--- config.mk ---
export PLATFORM = sky130hd
export DESIGN_NAME = bsg_manycore_host_link_adapter
export DESIGN_NICKNAME = d
export VERILOG_FILES = /design/src/rtl/bsg_manycore_host_link_adapter.sv
export SDC_FILE = /design/constraint.sdc
export NUM_CORES = 1
export LEC_CHECK = 0
export ABC_AREA = 1
export BUFFER_PORTS_ARGS = -buffer_cell sky130_fd_sc_hd__buf_2
export CAP_MARGIN = 10
export CELL_PAD_IN_SITES_DETAIL_PLACEMENT = 0
export CELL_PAD_IN_SITES_GLOBAL_PLACEMENT = 1
export CORE_MARGIN = 4
export CORE_UTILIZATION = 35
export DETAILED_ROUTE_END_ITERATION = 16
export GPL_TIMING_DRIVEN = 0
export PLACE_DENSITY = 0.78
export SYNTH_ARGS = -nofsm -noshare
export SYNTH_HDL_FRONTEND = slang
export SYNTH_SLANG_ARGS = --single-unit
--- constraint.sdc ---
create_clock -name clk_i -period 7.71 [get_ports clk_i]
set_input_delay 0 -clock clk_i [delete_from_list [all_inputs] [get_ports clk_i]]
set_output_delay 0 -clock clk_i [all_outputs]
set_load 0.05 [all_outputs]
--- src/rtl/bsg_manycore_host_link_adapter.sv ---
// rtl/bsg_manycore_host_link_adapter.sv - host request/response adapter for the manycore loader link
// Credit-limited request issue, host fence, and a small response FIFO for returned load data.
module bsg_manycore_host_link_adapter #(
  parameter int addr_width_p      = 28,
  parameter int data_width_p      = 32,
  parameter int x_cord_width_p    = 4,
  parameter int y_cord_width_p    = 3,
  parameter int src_x_p           = 0,
  parameter int src_y_p           = 0,
  parameter int max_out_credits_p = 16,
  parameter int load_id_width_p   = 5,
  parameter int rsp_fifo_els_p    = 4
) (
  input  logic                                       clk_i,
  input  logic                                       reset_n_i,

  input  logic                                       host_req_v_i,
  output logic                                       host_req_ready_o,
  input  logic [1:0]                                 host_req_op_i,
  input  logic [addr_width_p-1:0]                    host_req_addr_i,
  input  logic [data_width_p-1:0]                    host_req_data_i,
  input  logic [data_width_p/8-1:0]                  host_req_mask_i,
  input  logic [x_cord_width_p-1:0]                  host_req_x_i,
  input  logic [y_cord_width_p-1:0]                  host_req_y_i,

  output logic                                       out_v_o,
  input  logic                                       out_ready_i,
  output logic                                       out_op_o,
  output logic [addr_width_p-1:0]                    out_addr_o,
  output logic [data_width_p-1:0]                    out_data_o,
  output logic [data_width_p/8-1:0]                  out_mask_o,
  output logic [x_cord_width_p-1:0]                  out_x_o,
  output logic [y_cord_width_p-1:0]                  out_y_o,
  output logic [x_cord_width_p-1:0]                  out_src_x_o,
  output logic [y_cord_width_p-1:0]                  out_src_y_o,
  output logic [load_id_width_p-1:0]                 out_load_id_o,

  input  logic                                       returned_v_i,
  input  logic                                       returned_type_i,
  input  logic [data_width_p-1:0]                    returned_data_i,
  input  logic [load_id_width_p-1:0]                 returned_load_id_i,
  output logic                                       returned_yumi_o,

  output logic                                       host_rsp_v_o,
  output logic [data_width_p-1:0]                    host_rsp_data_o,
  output logic [load_id_width_p-1:0]                 host_rsp_load_id_o,
  input  logic                                       host_rsp_yumi_i,

  output logic [$clog2(max_out_credits_p+1)-1:0]     out_credits_o,
  output logic                                       error_o
);

  localparam int mask_width_lp  = data_width_p / 8;
  localparam int cred_width_lp  = $clog2(max_out_credits_p + 1);
  localparam int ptr_width_lp   = (rsp_fifo_els_p > 1) ? $clog2(rsp_fifo_els_p) : 1;
  localparam int cnt_width_lp   = $clog2(rsp_fifo_els_p + 1);
  localparam int entry_width_lp = data_width_p + load_id_width_p;

  localparam logic [cred_width_lp-1:0] max_credits_lp = cred_width_lp'(max_out_credits_p);
  localparam logic [cnt_width_lp-1:0]  fifo_els_lp    = cnt_width_lp'(rsp_fifo_els_p);
  localparam logic [ptr_width_lp-1:0]  last_ptr_lp    = ptr_width_lp'(rsp_fifo_els_p - 1);

  typedef enum logic [1:0] {
    e_idle  = 2'd0,
    e_send  = 2'd1,
    e_fence = 2'd2
  } state_e;

  state_e state_r, state_n;

  logic                        accept_req;
  logic                        send_fire;

  logic                        op_r;
  logic [addr_width_p-1:0]     addr_r;
  logic [data_width_p-1:0]     data_r;
  logic [mask_width_lp-1:0]    mask_r;
  logic [x_cord_width_p-1:0]   x_r;
  logic [y_cord_width_p-1:0]   y_r;
  logic [load_id_width_p-1:0]  pkt_load_id_r;

  logic [cred_width_lp-1:0]    credits_r;
  logic [load_id_width_p-1:0]  load_id_r;
  logic                        error_r;

  logic [entry_width_lp-1:0]   fifo_mem [rsp_fifo_els_p];
  logic [ptr_width_lp-1:0]     wr_ptr_r, rd_ptr_r;
  logic [cnt_width_lp-1:0]     count_r;
  logic                        fifo_full;
  logic                        enq, deq;
  logic [entry_width_lp-1:0]   head;

  function automatic logic [ptr_width_lp-1:0] ptr_inc(input logic [ptr_width_lp-1:0] p);
    return (p == last_ptr_lp) ? '0 : p + 1'b1;
  endfunction

  always_ff @(posedge clk_i or negedge reset_n_i) begin
    if (!reset_n_i) state_r <= e_idle;
    else            state_r <= state_n;
  end

  always_comb begin
    state_n          = state_r;
    host_req_ready_o = (state_r == e_idle) && (credits_r != '0);
    accept_req       = host_req_ready_o & host_req_v_i;
    send_fire        = 1'b0;
    case (state_r)
      e_idle: begin
        if (accept_req) begin
          case (host_req_op_i)
            2'd0, 2'd1: state_n = e_send;
            2'd2:       state_n = e_fence;
            default:    state_n = e_idle;
          endcase
        end
      end
      e_send: begin
        if (out_ready_i) begin
          send_fire = 1'b1;
          state_n   = e_idle;
        end
      end
      e_fence: begin
        if (credits_r == max_credits_lp) state_n = e_idle;
      end
      default: state_n = e_idle;
    endcase
  end

  // Packet fields are captured once at accept and held until the network takes them.
  always_ff @(posedge clk_i or negedge reset_n_i) begin
    if (!reset_n_i) begin
      op_r          <= 1'b0;
      addr_r        <= '0;
      data_r        <= '0;
      mask_r        <= '0;
      x_r           <= '0;
      y_r           <= '0;
      pkt_load_id_r <= '0;
    end else if (accept_req && !host_req_op_i[1]) begin
      op_r          <= host_req_op_i[0];
      addr_r        <= host_req_addr_i;
      data_r        <= host_req_data_i;
      mask_r        <= host_req_mask_i;
      x_r           <= host_req_x_i;
      y_r           <= host_req_y_i;
      pkt_load_id_r <= host_req_op_i[0] ? '0 : load_id_r;
    end
  end

  always_ff @(posedge clk_i or negedge reset_n_i) begin
    if (!reset_n_i) begin
      credits_r <= max_credits_lp;
      load_id_r <= '0;
      error_r   <= 1'b0;
    end else begin
      if (accept_req && (host_req_op_i == 2'd3)) error_r <= 1'b1;
      if (send_fire && !op_r) load_id_r <= load_id_r + 1'b1;
      // A return arriving with every credit already home is a protocol violation.
      case ({send_fire, returned_yumi_o})
        2'b10: credits_r <= credits_r - 1'b1;
        2'b01: begin
          if (credits_r == max_credits_lp) error_r <= 1'b1;
          else                             credits_r <= credits_r + 1'b1;
        end
        default: credits_r <= credits_r;
      endcase
    end
  end

  assign fifo_full       = (count_r == fifo_els_lp);
  assign returned_yumi_o = returned_v_i & (returned_type_i | ~fifo_full);
  assign enq             = returned_yumi_o & ~returned_type_i;
  assign deq             = host_rsp_yumi_i & (count_r != '0);

  always_ff @(posedge clk_i) begin
    if (enq) fifo_mem[wr_ptr_r] <= {returned_data_i, returned_load_id_i};
  end

  always_ff @(posedge clk_i or negedge reset_n_i) begin
    if (!reset_n_i) begin
      wr_ptr_r <= '0;
      rd_ptr_r <= '0;
      count_r  <= '0;
    end else begin
      if (enq) wr_ptr_r <= ptr_inc(wr_ptr_r);
      if (deq) rd_ptr_r <= ptr_inc(rd_ptr_r);
      case ({enq, deq})
        2'b10:   count_r <= count_r + 1'b1;
        2'b01:   count_r <= count_r - 1'b1;
        default: count_r <= count_r;
      endcase
    end
  end

  assign head               = fifo_mem[rd_ptr_r];
  assign host_rsp_v_o       = (count_r != '0);
  assign host_rsp_data_o    = head[entry_width_lp-1 -: data_width_p];
  assign host_rsp_load_id_o = head[load_id_width_p-1:0];

  assign out_v_o       = (state_r == e_send);
  assign out_op_o      = op_r;
  assign out_addr_o    = addr_r;
  assign out_data_o    = data_r;
  assign out_mask_o    = mask_r;
  assign out_x_o       = x_r;
  assign out_y_o       = y_r;
  assign out_src_x_o   = x_cord_width_p'(src_x_p);
  assign out_src_y_o   = y_cord_width_p'(src_y_p);
  assign out_load_id_o = pkt_load_id_r;
  assign out_credits_o = credits_r;
  assign error_o       = error_r;

endmodule

### After elaboration in Yosys (flattened, before gate mapping)

Memories as Yosys holds them, arrays and structs flattened.
Index checks and enable logic that the tools add are counted.

| cells by class | value |
|---|---|
| add/subtract/negate cells | 7 |
| $mul | 0 |
| div/mod/pow operators | 0 |
| order comparisons | 0 |
| equality and inequality tests | 17 |
| shift-type cells | 0 |
| multiplexer cells | 18 |
| bitwise operators | 7 |
| reductions and logical operators | 15 |

Operators with widths:

| cell | number |
|---|---|
| == test 2 bit (second input constant) | 7 |
| adder 5 x 1 -> 5 bit (second input constant) | 2 |
| two-way mux 2 bit | 5 |
| two-way mux 5 bit | 2 |
| one-hot mux 5 bit (2 select lines) | 1 |
| == test 2 x 1 -> 1 bit (second input constant) | 4 |
| two-way mux 1 bit | 7 |
| inequality test 2 bit (second input constant) | 3 |
| one-hot mux 2 bit (3 select lines) | 1 |
| one-hot mux 3 bit (2 select lines) | 1 |
| == test 5 bit (second input constant) | 1 |
| nonzero test 5 bit | 1 |
| subtractor 5 x 1 -> 5 bit (second input constant) | 1 |
| adder 2 x 1 -> 2 bit (second input constant) | 2 |
| AND 1 bit | 4 |
| logical AND 1 bit | 4 |
| logical NOT 2 bit | 2 |
| one-hot mux 2 bit (2 select lines) | 1 |
| nonzero test 2 bit | 2 |
| adder 3 x 1 -> 3 bit (second input constant) | 1 |
| == test 3 bit (second input constant) | 1 |
| AND reduction 3 bit | 1 |
| nonzero test 3 bit | 1 |
| subtractor 3 x 1 -> 3 bit (second input constant) | 1 |
| other kinds (6) | 8 |

| storage, ports and cells | value |
|---|---|
| bits in registers | 97 |
| bits in latches | 0 |
| RAM bits | 148 |
| ROM bits | 0 |
| output and inout port bits | 131 |
| word-level logic and storage cells | 79 |
| memories kept | 1 |

Memories:

| memory | depth | bits a word | read ports | clocked after memory_dff | write ports | line | source |
|---|---|---|---|---|---|---|---|
| fifo_mem | 4 | 37 | 1 | 0 | 1 | 86 | `logic [entry_width_lp-1:0] fifo_mem [rsp_fifo_els_p];` |

### Depth between registers and ports, before layout

| depth | value |
|---|---|
| depth after elaboration | 7 |
| depth in mapped cells | 14 |
| mapped depth without buffers | 14 |

### Least setup slack after synthesis

No wires, ideal clock.

| timing | value |
|---|---|
| path kind | register -> register |
| from | register count_r[2] |
| to | memory fifo_mem[0][0] in the netlist's numbering (enable) |
| setup time | 0.431 ns |
| arrival | 2.944 ns |
| required time | 7.279 ns |
| setup slack | 4.335 ns |
| cell stages (with the launch flop) | 6 |
| path buffers | 0 |
| clock period less this slack | 3.375 ns |
| path through | dfrtp_1 > inv_2 > nor2_1 > a21oi_2 > nand2_1 > nor2_1 |

| on the way | value |
|---|---|
| longest elaborated chain between the ends | 7 |

Ends and longest elaborated chain:

| item | line | source |
|---|---|---|
| from (decl) | 88 | `logic [cnt_width_lp-1:0] count_r;` |
| from (signal assigned) | 189 | `2'b10: count_r <= count_r + 1'b1;` |
| from (signal assigned) | 190 | `2'b01: count_r <= count_r - 1'b1;` |
| from (signal assigned) | 191 | `default: count_r <= count_r;` |
| == test 3 bit | 171 | `assign fifo_full = (count_r == fifo_els_lp);` |
| NOT 1 bit | 172 | `assign returned_yumi_o = returned_v_i & (returned_type_i \| ~fifo_full);` |
| OR 1 bit | 172 |  |
| AND 1 bit | 172 |  |
| named net returned_yumi_o | 42 | `output logic returned_yumi_o,` |
| AND 1 bit | 173 | `assign enq = returned_yumi_o & ~returned_type_i;` |
| two-way mux 1 bit | 177 | `if (enq) fifo_mem[wr_ptr_r] <= {returned_data_i, returned_load_id_i};` |
| two-way mux 1 bit (not written as such) | 177 |  |
| to (decl) | 86 |  |

The timed path passes the listed nets, and every way through them passes these cells.

### Worst setup path in the final report

| timing | value |
|---|---|
| from | register rd_ptr_r[1] |
| to | output port host_rsp_data_o[15] |

| on the way | value |
|---|---|
| longest elaborated chain between the ends | 1 |

Ends and longest elaborated chain:

| item | line | source |
|---|---|---|
| from (decl) | 87 | `logic [ptr_width_lp-1:0] wr_ptr_r, rd_ptr_r;` |
| from (signal assigned) | 187 | `if (deq) rd_ptr_r <= ptr_inc(rd_ptr_r);` |
| memory read (4 x 37 bit) | - |  |
| to (decl) | 45 | `output logic [data_width_p-1:0] host_rsp_data_o,` |

Every way passes these cells.

==> run metrics <==
outcome=completed; Yosys warnings=0; period utilization=32.1%; Hold Path Class=in -> reg; CTS resizes=0; Avg WL per Cell=16.2 um; mux contribution to synthesized area=0.117%; Hold Startpoint=returned_type_i; met1 Use GR=20.0%; vias in the first global route=7818; Max transition margin=57.4%; clock-pin slew on the worst setup and hold paths=60 ps; most used cell, CP=clkbuf_1; Max-Cap Viols=0; initial antenna violation count=1; skew final=11.1 ps; DRC violations left=0; post-route setup slack=5240 ps; WP data required=7710 ps; Tot GR Track Use=16.7%; Post CTS Setup Buffer Count=0; Synth cell types=31; Yosys top cell by area=edfxtp_1; Max clock buf depth=3; setup slack at placement=5290 ps; PortBufs=240; first-pass GRT wire length=41000 um; met2 track demand over resource=28.9%; vias=7378; largest family of logic cells by synthesized area=simple AND/OR/NAND/NOR gates; Crit Reg-Reg Endpoint=count_r[2]; Synth Flop Type=edfxtp_1; hold endpoint=out_credits_o[4]; GR peak layer=met2; GP Congestion=0.768; Final Max Slew Viols=0; core area=27000 um^2; hpwl dp=17000 um; maximum VDD drop=0.000325 V; htree depth=1; Reg2Reg Setup Slack=5320 ps; Static Leakage=6.03 nW; xor/xnor cell area share of the yosys netlist=0.822%; Starting Density=35.6%; Final Setup Violations=0; GR Overflow Total=0; CP cell instances=inv_1, clkbuf_1, clkbuf_1, o21ai_0, o22ai_1, buf_2; PwrDens=438 nW/um^2; post-route insts no fill=1591; Crit Path Category=reg -> out; Post-synth ARST share=39.6%; FF-to-FF Start=count_r[0]; drt pass-1 iters=5; endpoint class of the critical path=primary output; simple-gate share of the synthesized area=14.2%; CP max-delay cell=clkbuf_1; Min-Delay Path Depth=8; fin area=13500 um^2; TritonCTS clock tree=yes; wirelength, routed=25800 um; Die X-Extent=174 um; worst reg-to-reg path cell count=9; Area growth, synth to finish=40.8%; # nets final=1360; critical-path maximum fanout=10; I/O pin cnt=248; Synth top area share=46.4%; pin count of the biggest net entering global routing=64; Gate Count Post-Synth=829; die area=30100 um^2; drt initial violations=356; DP Area=11400 um^2; M3 GR Usage=5.06%; final hold vios=0; Chip Height=174 um; post-synthesis adder-cell area fraction=1.85%; Seq cells post-synth=245; CTS Sinks=245; number of core rows=60; final worst path period need=2470 ps; top cells by area, synth=edfxtp_1, dfrtp_1, nand2_1; layout cells sized above 1=26.6%; setup TNS=0 ps; Root Buffer=clkbuf_16; Post-synth EDFFs=148; Mapped Area=9590 um^2; RSZ-0062 raised after global routing=no; clk_lat worst skew=540 ps; Post-Place Cells=1421; # hold bufs at CTS=121; Synth Area in Compound Gates=7.40%; Worst path max stage delay=440 ps; post-synthesis sequential area ratio=71.7%; slew of the pin with the lowest slew margin=638 ps; antenna-violating nets left=0; crit path DAT=2470 ps; synthesized area per cell=11.6 um^2; Max Clk Rate=0.404 GHz; CTS Buf Count=27; Vias/cell=4.64; CP Launch Type=register
-- critical path: cells and delay by family, from the launching register on --
| kind | cells | cell delay [ps] |
|---|---|---|
| compound gates | 2 | 370 |
| buf+inv | 4 | 1170 |
| flops | 1 | 390 |
-- power by group --
part	internal (mW)	switching (mW)
clock	0.756	0.513
sequential	1.71	0.166
combinational	0.649	2.12
total	3.12	2.79
-- cells in the final DEF, fill, tap and decap left out, types with 8 or more instances in the layout --
cell and n:
buf_2 254, buf_4 13, clkbuf_1 21, clkbuf_16 27
clkbuf_8 8, dfrtp_1 96, dlygate4sd3_1 120, edfxtp_1 148
ha_1 11, inv_1 24, nand2_1 251, nand3_1 9
nor2_1 82, o21ai_0 65, o21ai_1 19, o22ai_1 37
-- final cells by class --
cell class | instances | area [um^2]
Clock buffer | 41 | 808
Buffer | 46 | 251
Tap cell | 341 | 427
Sequential cell | 245 | 6870
Inverter | 31 | 116
Antenna cell | 1 | 2.50
Multi-Input combinational cell | 513 | 2400
Timing Repair Buffer | 366 | 2540
Fill cell | 2366 | 13500
Clock inverter | 7 | 82.6
-- cell usage after synthesis, types with 5 or more instances --
| master | instances |
|---|---|
| inv_2 | 7 |
| o21ai_0 | 65 |
| a21oi_1 | 5 |
| nand2_1 | 251 |
| nor2_1 | 86 |
| ha_1 | 11 |
| o22ai_1 | 37 |
| inv_1 | 24 |
| nand3_1 | 9 |
| clkbuf_1 | 15 |
| dfrtp_1 | 96 |
| buf_4 | 12 |
| edfxtp_1 | 148 |
| buf_2 | 15 |
| xnor2_1 | 5 |
| o21ai_1 | 19 |
-- stage by stage --
stage / util (%) / hold slack [ps] / power (mW)
2_1_floorplan: - / -296 / 3.86
3_3_place_gp: 41.7 / 193 / 4.57
3_5_place_dp: 42.2 / 8.73 / 4.62
4_1_cts: 50.1 / 0.357 / 5.97
5_1_grt: 50.1 / 66.9 / 6.24
6_report: 50.1 / 38.2 / 5.91
-- metal layers --
layer / wire length (um) / part of all wire, %
met5: 0 / 0
met4: 730 / 2.8
met3: 2150 / 8.3
met2: 12300 / 48
met1: 10600 / 41
-- sequential cells by signal (all words and copies together) (netlist names) --
register,cells
out_data_o,32
out_op_o,1
out_addr_o,28
out_y_o,3
rd_ptr_r,2
count_r,3
out_mask_o,4
load_id_r,5
out_credits_o,5
wr_ptr_r,2
out_load_id_o,5
error_o,1
out_x_o,4
state_r,2
fifo_mem,148
-- worst max-delay path by stage --
stage               slack, ps                  end        start  cells past startpoint
CTS                      5170  host_rsp_data_o[15]  rd_ptr_r[1]                      6
finish                   5240  host_rsp_data_o[15]  rd_ptr_r[1]                      6
detailed placement       5290           count_r[2]   count_r[0]                      9
global route             5040  host_rsp_data_o[16]  rd_ptr_r[1]                      6
floorplan                4330       fifo_mem[0][0]   count_r[2]                      5
global placement         3380      fifo_mem[3][10]   count_r[0]                      4
-- cell families (layout without fill, tap and decap cells) --
| logic type | after synthesis | in the layout |
|---|---|---|
| muxes | 1 | 1 |
| buffers and inverters | 77 | 491 |
| adders and majority gates | 13 | 13 |
| DFF | 245 | 245 |
| other | 1 | 8 |
| AOI/OAI and AO/OA | 130 | 130 |
| xor gates and xnor gates | 9 | 9 |
| and+or+nand+nor | 353 | 353 |
Power figures use the tool's default switching activity.
